`config.mk`:
```
export PLATFORM = sky130hd
export DESIGN_NAME = boe_feeder
export DESIGN_NICKNAME = d
export VERILOG_FILES = /design/src/rtl/boe_pkg.sv /design/src/rtl/boe_frame_buf.sv /design/src/rtl/boe_feeder.sv
export SDC_FILE = /design/constraint.sdc
export NUM_CORES = 1
export LEC_CHECK = 0
export CAP_MARGIN = 5
export CORE_ASPECT_RATIO = 1.2
export CORE_MARGIN = 1.5
export CORE_UTILIZATION = 60
export CTS_CLUSTER_DIAMETER = 60
export DETAILED_ROUTE_END_ITERATION = 8
export GPL_TIMING_DRIVEN = 0
export HOLD_SLACK_MARGIN = 0.08
export PLACE_DENSITY_LB_ADDON = 0.12
export REMOVE_ABC_BUFFERS = 1
export SLEW_MARGIN = 5
export SYNTH_ARGS = -nofsm -noshare
export SYNTH_HDL_FRONTEND = slang
export SYNTH_HIERARCHICAL = 1
export SYNTH_SLANG_ARGS = --single-unit
export TNS_END_PERCENT = 1
```
`constraint.sdc`:
```
create_clock -name clk -period 3.9 [get_ports clk]
set_clock_uncertainty 0.15 [all_clocks]
set_input_delay 0.585 -clock clk [delete_from_list [all_inputs] [get_ports clk]]
set_output_delay 0.585 -clock clk [all_outputs]
set_load 0.03 [all_outputs]
```
`src/rtl/boe_pkg.sv`:
```
// Shared definitions for the BOE transmit-side feeder.
//   MAX_N       : maximum frame length and engine series depth
//   RK_*        : encodings of the res_kind tag stream
//   bank_e      : occupancy state of one ping-pong bank
//   state_e     : send FSM states
package boe_pkg;

  localparam int MAX_N  = 6;
  localparam int DATA_W = 8;

  localparam logic [1:0] RK_NONE = 2'd0;
  localparam logic [1:0] RK_MIN  = 2'd1;
  localparam logic [1:0] RK_SUM  = 2'd2;
  localparam logic [1:0] RK_SORT = 2'd3;

  typedef enum logic [1:0] {
    B_FREE    = 2'd0,
    B_FILLING = 2'd1,
    B_FULL    = 2'd2
  } bank_e;

  typedef enum logic [1:0] {
    S_IDLE  = 2'd0,
    S_SEND  = 2'd1,
    S_DRAIN = 2'd2,
    S_ERST  = 2'd3
  } state_e;

endpackage

```
`src/rtl/boe_frame_buf.sv`:
```
// One ping-pong bank: up to MAX_N bytes plus a frame length.
//   clk, rst  : clock, asynchronous active-high reset
//   wr_en     : write wr_data into slot cnt (caller only asserts when not full)
//   wr_last   : this write closes the frame
//   free_en   : release a FULL bank back to FREE
//   rd_idx    : combinational read address, rd_data the byte at that slot
//   full      : bank holds a complete frame
//   cnt       : next write slot (bytes written so far in the open frame)
//   len       : length of the closed frame
module boe_frame_buf
  import boe_pkg::*;
#(
  parameter int DATA_W = 8
) (
  input  logic              clk,
  input  logic              rst,
  input  logic              wr_en,
  input  logic [DATA_W-1:0] wr_data,
  input  logic              wr_last,
  input  logic              free_en,
  input  logic [2:0]        rd_idx,
  output logic              full,
  output logic [2:0]        cnt,
  output logic [2:0]        len,
  output logic [DATA_W-1:0] rd_data
);

  logic [DATA_W-1:0] mem [MAX_N];
  bank_e             bst;

  // Byte storage is not reset: a cleared FULL flag makes stale bytes unreachable.
  always_ff @(posedge clk) begin
    if (wr_en) mem[cnt] <= wr_data;
  end

  always_ff @(posedge clk or posedge rst) begin
    if (rst) begin
      bst <= B_FREE;
      cnt <= '0;
      len <= '0;
    end else begin
      if (wr_en) begin
        // A sixth byte closes the frame even without wr_last.
        if (wr_last || cnt == 3'(MAX_N - 1)) begin
          bst <= B_FULL;
          len <= cnt + 3'd1;
          cnt <= '0;
        end else begin
          bst <= B_FILLING;
          cnt <= cnt + 3'd1;
        end
      end else if (free_en) begin
        bst <= B_FREE;
      end
    end
  end

  assign full    = (bst == B_FULL);
  assign rd_data = mem[rd_idx];

endmodule

```
`src/rtl/boe_feeder.sv`:
```
// Transmit-side driver for the BOE min/sum/sort engine.
//   clk, rst                 : clock, asynchronous active-high reset
//   in_valid/in_ready        : host byte handshake, in_data byte, in_last closes frame
//   eng_rst                  : registered engine reset
//   data_num, data_in        : engine input protocol (length on first beat only)
//   res_kind, res_idx        : tag describing the engine result word this cycle
//   frame_done               : pulse with the last sorted word (ERST cycle)
module boe_feeder
  import boe_pkg::*;
(
  input  logic       clk,
  input  logic       rst,
  input  logic       in_valid,
  output logic       in_ready,
  input  logic [7:0] in_data,
  input  logic       in_last,
  output logic       eng_rst,
  output logic [2:0] data_num,
  output logic [7:0] data_in,
  output logic [1:0] res_kind,
  output logic [2:0] res_idx,
  output logic       frame_done
);

  logic              fill_ptr;
  logic              send_ptr;
  logic [1:0]        full;
  logic [2:0]        cnt     [2];
  logic [2:0]        len     [2];
  logic [DATA_W-1:0] rd_data [2];
  logic [2:0]        rd_idx;
  logic              rd_sel;
  logic [2:0]        rd_len;
  logic [DATA_W-1:0] rd_byte;
  logic              accept;
  logic              close;
  logic              free_bank;

  state_e     state;
  logic [2:0] beat;
  logic [2:0] drain;
  logic [2:0] n_cur;

  // Tag for the engine result word that appears one cycle after drain step d.
  function automatic logic [4:0] tag_of(input logic [2:0] d);
    logic [4:0] t;
    t = {RK_NONE, 3'd0};
    if (d == 3'd1)      t = {RK_MIN, 3'd0};
    else if (d == 3'd2) t = {RK_SUM, 3'd0};
    else if (d >= 3'd3) t = {RK_SORT, 3'(d - 3'd3)};
    return t;
  endfunction

  assign in_ready = ~full[fill_ptr];
  assign accept   = in_valid & in_ready;
  assign close    = accept & (in_last | (cnt[fill_ptr] == 3'(MAX_N - 1)));

  // The bank is released on the edge into ERST, so the host sees it free during ERST.
  assign free_bank = (state == S_DRAIN) && (drain == n_cur + 3'd1);

  // In ERST the FSM looks ahead at the other bank to start it without an idle cycle.
  assign rd_sel  = (state == S_ERST) ? ~send_ptr : send_ptr;
  assign rd_idx  = (state == S_SEND && beat < 3'(MAX_N - 1)) ? beat + 3'd1 : 3'd0;
  assign rd_len  = len[rd_sel];
  assign rd_byte = rd_data[rd_sel];

  for (genvar i = 0; i < 2; i++) begin : g_bank
    boe_frame_buf #(.DATA_W(DATA_W)) u_buf (
      .clk     (clk),
      .rst     (rst),
      .wr_en   (accept && (fill_ptr == 1'(i))),
      .wr_data (in_data),
      .wr_last (in_last),
      .free_en (free_bank && (send_ptr == 1'(i))),
      .rd_idx  (rd_idx),
      .full    (full[i]),
      .cnt     (cnt[i]),
      .len     (len[i]),
      .rd_data (rd_data[i])
    );
  end

  always_ff @(posedge clk or posedge rst) begin
    if (rst) fill_ptr <= 1'b0;
    else if (close) fill_ptr <= ~fill_ptr;
  end

  always_ff @(posedge clk or posedge rst) begin
    if (rst) begin
      state      <= S_IDLE;
      send_ptr   <= 1'b0;
      beat       <= '0;
      drain      <= '0;
      n_cur      <= '0;
      eng_rst    <= 1'b1;
      data_num   <= '0;
      data_in    <= '0;
      res_kind   <= RK_NONE;
      res_idx    <= '0;
      frame_done <= 1'b0;
    end else begin
      data_num   <= '0;
      data_in    <= '0;
      res_kind   <= RK_NONE;
      res_idx    <= '0;
      frame_done <= 1'b0;
      case (state)
        S_IDLE: begin
          eng_rst <= 1'b1;
          if (full[send_ptr]) begin
            state    <= S_SEND;
            beat     <= '0;
            n_cur    <= rd_len;
            eng_rst  <= 1'b0;
            data_num <= rd_len;
            data_in  <= rd_byte;
          end
        end
        S_SEND: begin
          if (beat == n_cur - 3'd1) begin
            state <= S_DRAIN;
            drain <= '0;
          end else begin
            beat    <= beat + 3'd1;
            data_in <= rd_byte;
          end
        end
        S_DRAIN: begin
          if (drain == n_cur + 3'd1) begin
            state      <= S_ERST;
            eng_rst    <= 1'b1;
            res_kind   <= RK_SORT;
            res_idx    <= n_cur - 3'd1;
            frame_done <= 1'b1;
          end else begin
            drain               <= drain + 3'd1;
            {res_kind, res_idx} <= tag_of(drain + 3'd1);
          end
        end
        S_ERST: begin
          send_ptr <= ~send_ptr;
          if (full[~send_ptr]) begin
            state    <= S_SEND;
            beat     <= '0;
            n_cur    <= rd_len;
            eng_rst  <= 1'b0;
            data_num <= rd_len;
            data_in  <= rd_byte;
          end else begin
            state <= S_IDLE;
          end
        end
        default: state <= S_IDLE;
      endcase
    end
  end

endmodule

```
### Yosys cells after proc, flatten, opt, wreduce, memory -nomap -nowiden

Memories as Yosys holds them, arrays and structs flattened.
Index checks and enable logic that the tools add are counted.
Widths: inputs -> output; s select.

* memories kept: 2
* bits in registers: 47
* bits in writable memories: 96
* word-level logic and storage cells: 146
* input bits: 12

* $lt $le $gt $ge: 7
* mux-type cells: 64
* bitwise gates (word level): 8
* reduce and logical (&&, ||, !) cells: 22
* eq/ne operators: 18
* add/subtract/negate cells: 7

Memories
* g_bank[0].u_buf.mem: depth 6, bits a word 8, read ports 1, clocked after Yosys merged registers in 0, wr ports 1, line boe_frame_buf.sv:28 `logic [DATA_W-1:0] mem [MAX_N];`
* g_bank[1].u_buf.mem: depth 6, bits a word 8, read ports 1, clocked after Yosys merged registers in 0, wr ports 1, line boe_frame_buf.sv:28

Operators with widths (number)
* $mux 3: 20
* $mux 8: 6
* $pmux 8 s3: 1
* $mux 2: 11
* $pmux 3 s2: 3
* $mux 1: 17
* $add 3x1->3 const B: 5
* $mux 5: 3
* $reduce_and 3->1: 4
* $eq 3x3->1 const B: 3
* $pmux 3 s3: 1
* $eq 2x2->1 const B: 4
* $pmux 2 s4: 1
* $reduce_bool 2->1: 4
* $eq 3x3->1: 2
* $logic_and 1x1->1: 6
* $lt 1x2->1 const B: 3
* $ne 2x1->1 const B: 3
* $ne 2x2->1 const B: 3
* $reduce_bool 3->1: 2
* $ge 2x2->1 const B: 2
* $not 1->2: 2
* $reduce_and 2->1: 2
* $reduce_and 4->1: 1
* other kinds (13): 17

### Depth between registers and ports, before layout

An unclocked memory read counts as a cell.

* depth after elaboration: 9
* depth in mapped cells: 10
* gate-level depth less buffers: 7

### By module

The synthesis kept the hierarchy.

Modules (own cells, without submodules)
* boe_frame_buf (g_bank[0].u_buf): sequential area each 1641.6 um^2, cells each 123, instances 1, area each 2307.2 um^2
* boe_frame_buf (g_bank[1].u_buf): sequential area each 1641.6 um^2, cells each 122, instances 1, area each 2304.7 um^2
* boe_feeder: sequential area each 777.0 um^2, cells each 195, instances 1, area each 1856.8 um^2

### Worst setup path before layout

Ideal clock, no wire load.

* path type: reg2reg
* start point: register state[1]
* end point: register data_in[0]
* library setup time: 127 ps
* stages on the path, launching flop included: 11
* slack: 1339 ps
* arrival: 2283 ps
* buffers on the path: 3
* cell sequence: dfrtp_1 inv_1 ha_1 clkbuf_1 and3_1 buf_6 buf_12 mux2_1 mux4_2 nand2_1 a21oi_1

RTL lines
* from (decl): line boe_feeder.sv:39 `state_e state;`
* from (signal assigned): line boe_feeder.sv:90 `state <= S_IDLE;`
* from (signal assigned): line boe_feeder.sv:111 `state <= S_SEND;`
* from (signal assigned): line boe_feeder.sv:121 `state <= S_DRAIN;`
* to (signal assigned): line boe_feeder.sv:116 `data_in <= rd_byte;`
* to (signal assigned): line boe_feeder.sv:125 `data_in <= rd_byte;`
* to (signal assigned): line boe_feeder.sv:148 `data_in <= rd_byte;`
* to (decl): line boe_feeder.sv:19 `output logic [7:0] data_in,`

==> flow_summary.toml <==
[yosys]
synth-async-reset-ratio_pct = 32.9
ys_ff_latch = 143
synth-main-ff-cell = "edfxtp_1"
avgSynthCellArea_um2 = 14.7
synth_top_cell_by_area = "edfxtp_1"
syn_area_mm2 = 0.00647
synth_area_leaders = "edfxtp_1 (45%), dfrtp_1 (18%), mux4_2 (5.6%)"
synth_edf_count = 96
syn_inst = 440
netlist.area_leader.share_pct = 44.6
yosysSeqAreaShare_pct = 62.8
yosysUniqueCellTypes = 59
ys_warn_count = 6

[die]
io_pins = 31
die_h_um = 117
core_area_mm2 = 0.0105
rows = 41
initial_core_util_pct = 61.5
die_w_um = 97.8
dieArea_mm2 = 0.0114

[drt]
dr.pass1.iters = 5
drt-total-wl_um = 11800
via_per_inst = 6.03
drt_iter0_markers = 259
via_count = 3689
wl_per_cell_um = 19.3
drc = 0
ant_nets = 0

[clock_tree]
post-cts-setup-buffers = 0
cts_tree = "built"
cts-resized-gates = 0
htree_num_levels = 4
holdBufCountCts = 0
clock_sinks = 143
cts_root_buf = "clkbuf_16"
clkLatencyLatePin_ns = 0.41
cts.path.max_buffers = 2
clk_pin_slew_worst_paths_ns = 0.06
cts_made_buffers = 17

[global_routing]
grt.overflow.total = 0
antenna_found_initial = 0
grt_start_max_net_pins = 32
grt_pass1_wl_um = 19100
track_usage_pct = 22.5
grt_pass1_vias = 3771

[pwr]
ir_drop_mv = 0.510
power.internal_mw = 3.71
p_seq_share_pct = 37.8
powerDensity_mw_per_mm2 = 770
p_leak_nw = 2.83
combPwrFrac_pct = 35.7
p_sw_mw = 2.01
switching_share_pct = 35.1
clock_power_share_pct = 26.5

[finish]
drive_gt1_share_pct = 18.0
area_growth_pct = 14.7
final_cell_mix = "edfxtp_1 (96), dfrtp_1 (46), nand2_1 (30), clkdlybuf4s50_1 (30), inv_1 (23)"
fillerInstances = 705
finalNonFillerCells = 612
nets = 500
antenna_cells = 0
final_common_cell = "edfxtp_1"
postLayoutCellArea_mm2 = 0.00742

[timing]
finalCritPeriodShare_pct = 77.2
period_minus_slack_ns = 3.01
worstMarginPinSlew_ns = 0.900
hold_viol = 0
max_clock_freq_ghz = 0.332
maxSlewViolCount = 0
max_slew_margin_pct = 39.7
finalSetupViolCount = 0
rsz0062_at_grt = "no"

[setup_path]
required_ns = 4.03
crit_arrival_ns = 3.14
startpoint_type = "flop"
crit_chain = "inv_1 -> ha_1 -> and3_2 -> buf_12 -> mux2_1 -> mux4_2 -> nand2_1 -> a21oi_1"
crit_slowest_cell = "mux4_2"
path_max_fanout = 24
worstSetupPathType = "reg -> reg"
cp-end-kind = "flop"
crit_path_max_incr_delay_ns = 0.47

[flow_run]
cap_violations = 0

[placed_design]
dp_cells = 581
port_buffers = 30
placed_area_mm2 = 0.00686
place.gp.congestion = 0.794
hpwl_um = 7930

[hold_path]
hold_path_class = "reg -> reg"

[outcome]
status = "finished clean"
## path summary, 6_finish.rpt
check / startpoint / to / slack (ns) / depth (start not counted)
setup / recovery: state[1]$_DFFE_PP0P_ / data_in[1]$_DFF_PP0_ / 0.89 / 8
hold / removal: eng_rst$_DFFE_PP1P_ / eng_rst$_DFFE_PP1P_ / 0.31 / 2
setup reg to reg: state[1]$_DFFE_PP0P_ / data_in[1]$_DFF_PP0_ / 0.89 / 8
hold reg to reg: eng_rst$_DFFE_PP1P_ / eng_rst$_DFFE_PP1P_ / 0.31 / 2
max in group asynchronous: rst / data_in[5]$_DFF_PP0_ / 2.62 / 2
min in group asynchronous: rst / g_bank[0].u_buf/len[1]$_DFFE_PP0P_ / 0.37 / 2
## synth_stat cells, types with 3 or more instances
master	n
a21o_1	8
a21oi_1	19
a31oi_1	4
a32o_1	3
and3_1	6
clkbuf_1	10
dfrtp_1	46
edfxtp_1	96
ha_1	17
inv_1	24
mux2_1	8
mux2_2	14
mux2_4	13
mux2i_1	12
mux4_2	16
nand2_1	30
nand2b_1	5
nand3_1	3
nor2_1	21
nor2b_1	8
nor3_1	5
o211ai_1	3
o21ai_0	8
o31ai_1	8
xnor2_1	6
## state kept, by name, indices dropped and copies added (netlist names)
name              count
g_bank.u_buf/mem     96
data_in               8
g_bank.u_buf/cnt      6
g_bank.u_buf/len      6
g_bank.u_buf/bst      4
beat                  3
data_num              3
drain                 3
n_cur                 3
res_idx               3
res_kind              2
state                 2
eng_rst               1
fill_ptr              1
frame_done            1
send_ptr              1
## critical path, delay by kind of cell, from the launching register on
family,cells,cell delay [ns]
compound gates,1,0.11
simple gates,2,0.53
flops,1,0.44
buf+inv,2,0.38
mux,2,0.81
fa+ha+maj,1,0.43
## layout make-up
type | instances | area (um2) | area share (%)
flip-flops and latches | 143 | 4060 | 54.7
clock buffers | 17 | 425 | 5.73
repair buffers | 32 | 335 | 4.52
multi-input cells | 252 | 2210 | 29.8
clock inverters | 14 | 134 | 1.80
well taps | 129 | 161 | 2.18
inverters | 25 | 93.8 | 1.26
## power by group through the flow
stage | Clock (mW) | Sequential, mW | Combinational [mW]
floorplan | 0 | 2.26 | 1.36
global placement | 0 | 2.16 | 1.98
detailed placement | 0 | 2.18 | 2.04
CTS | 1.53 | 2.16 | 2.06
global route | 1.59 | 2.20 | 2.25
finish | 1.51 | 2.16 | 2.04
## per-stage QoR
step | hold slack [ns] | worst slack (ns) | total power, mW | setup TNS (ns) | utilization, %
after floorplan | 0.251 | 0.587 | 3.62 | 0 | -
after detailed placement | 0.308 | 0.577 | 4.22 | 0 | 65.2
after CTS | 0.318 | 0.872 | 5.74 | 0 | 70.6
after global placement | 0.301 | -0.346 | 4.15 | -2.55 | 64.7
final | 0.314 | 0.888 | 5.71 | 0 | 70.6
after global routing | 0.341 | 0.710 | 6.04 | 0 | 70.6
## cells by family after synthesis
kind of cell / after synthesis / synth area share (%)
adders and majority gates: 17 / 3.29
buffers and inverters: 45 / 3.46
xor gates and xnor gates: 10 / 1.82
muxes: 63 / 14.3
and+or+nand+nor: 90 / 6.77
DFF: 143 / 62.8
AOI/OAI and AO/OA: 72 / 7.62
## layer usage
layer | share of wire, % | global-route usage, % | up-vias
li1 | - | - | 1708
met1 | 41 | 26.5 | 1844
met2 | 53 | 40.2 | 114
met3 | 4.1 | 4.73 | 23
met4 | 2.1 | 10.2 | 0
met5 | 0 | 0 | -
Power figures use the tool's default switching activity.
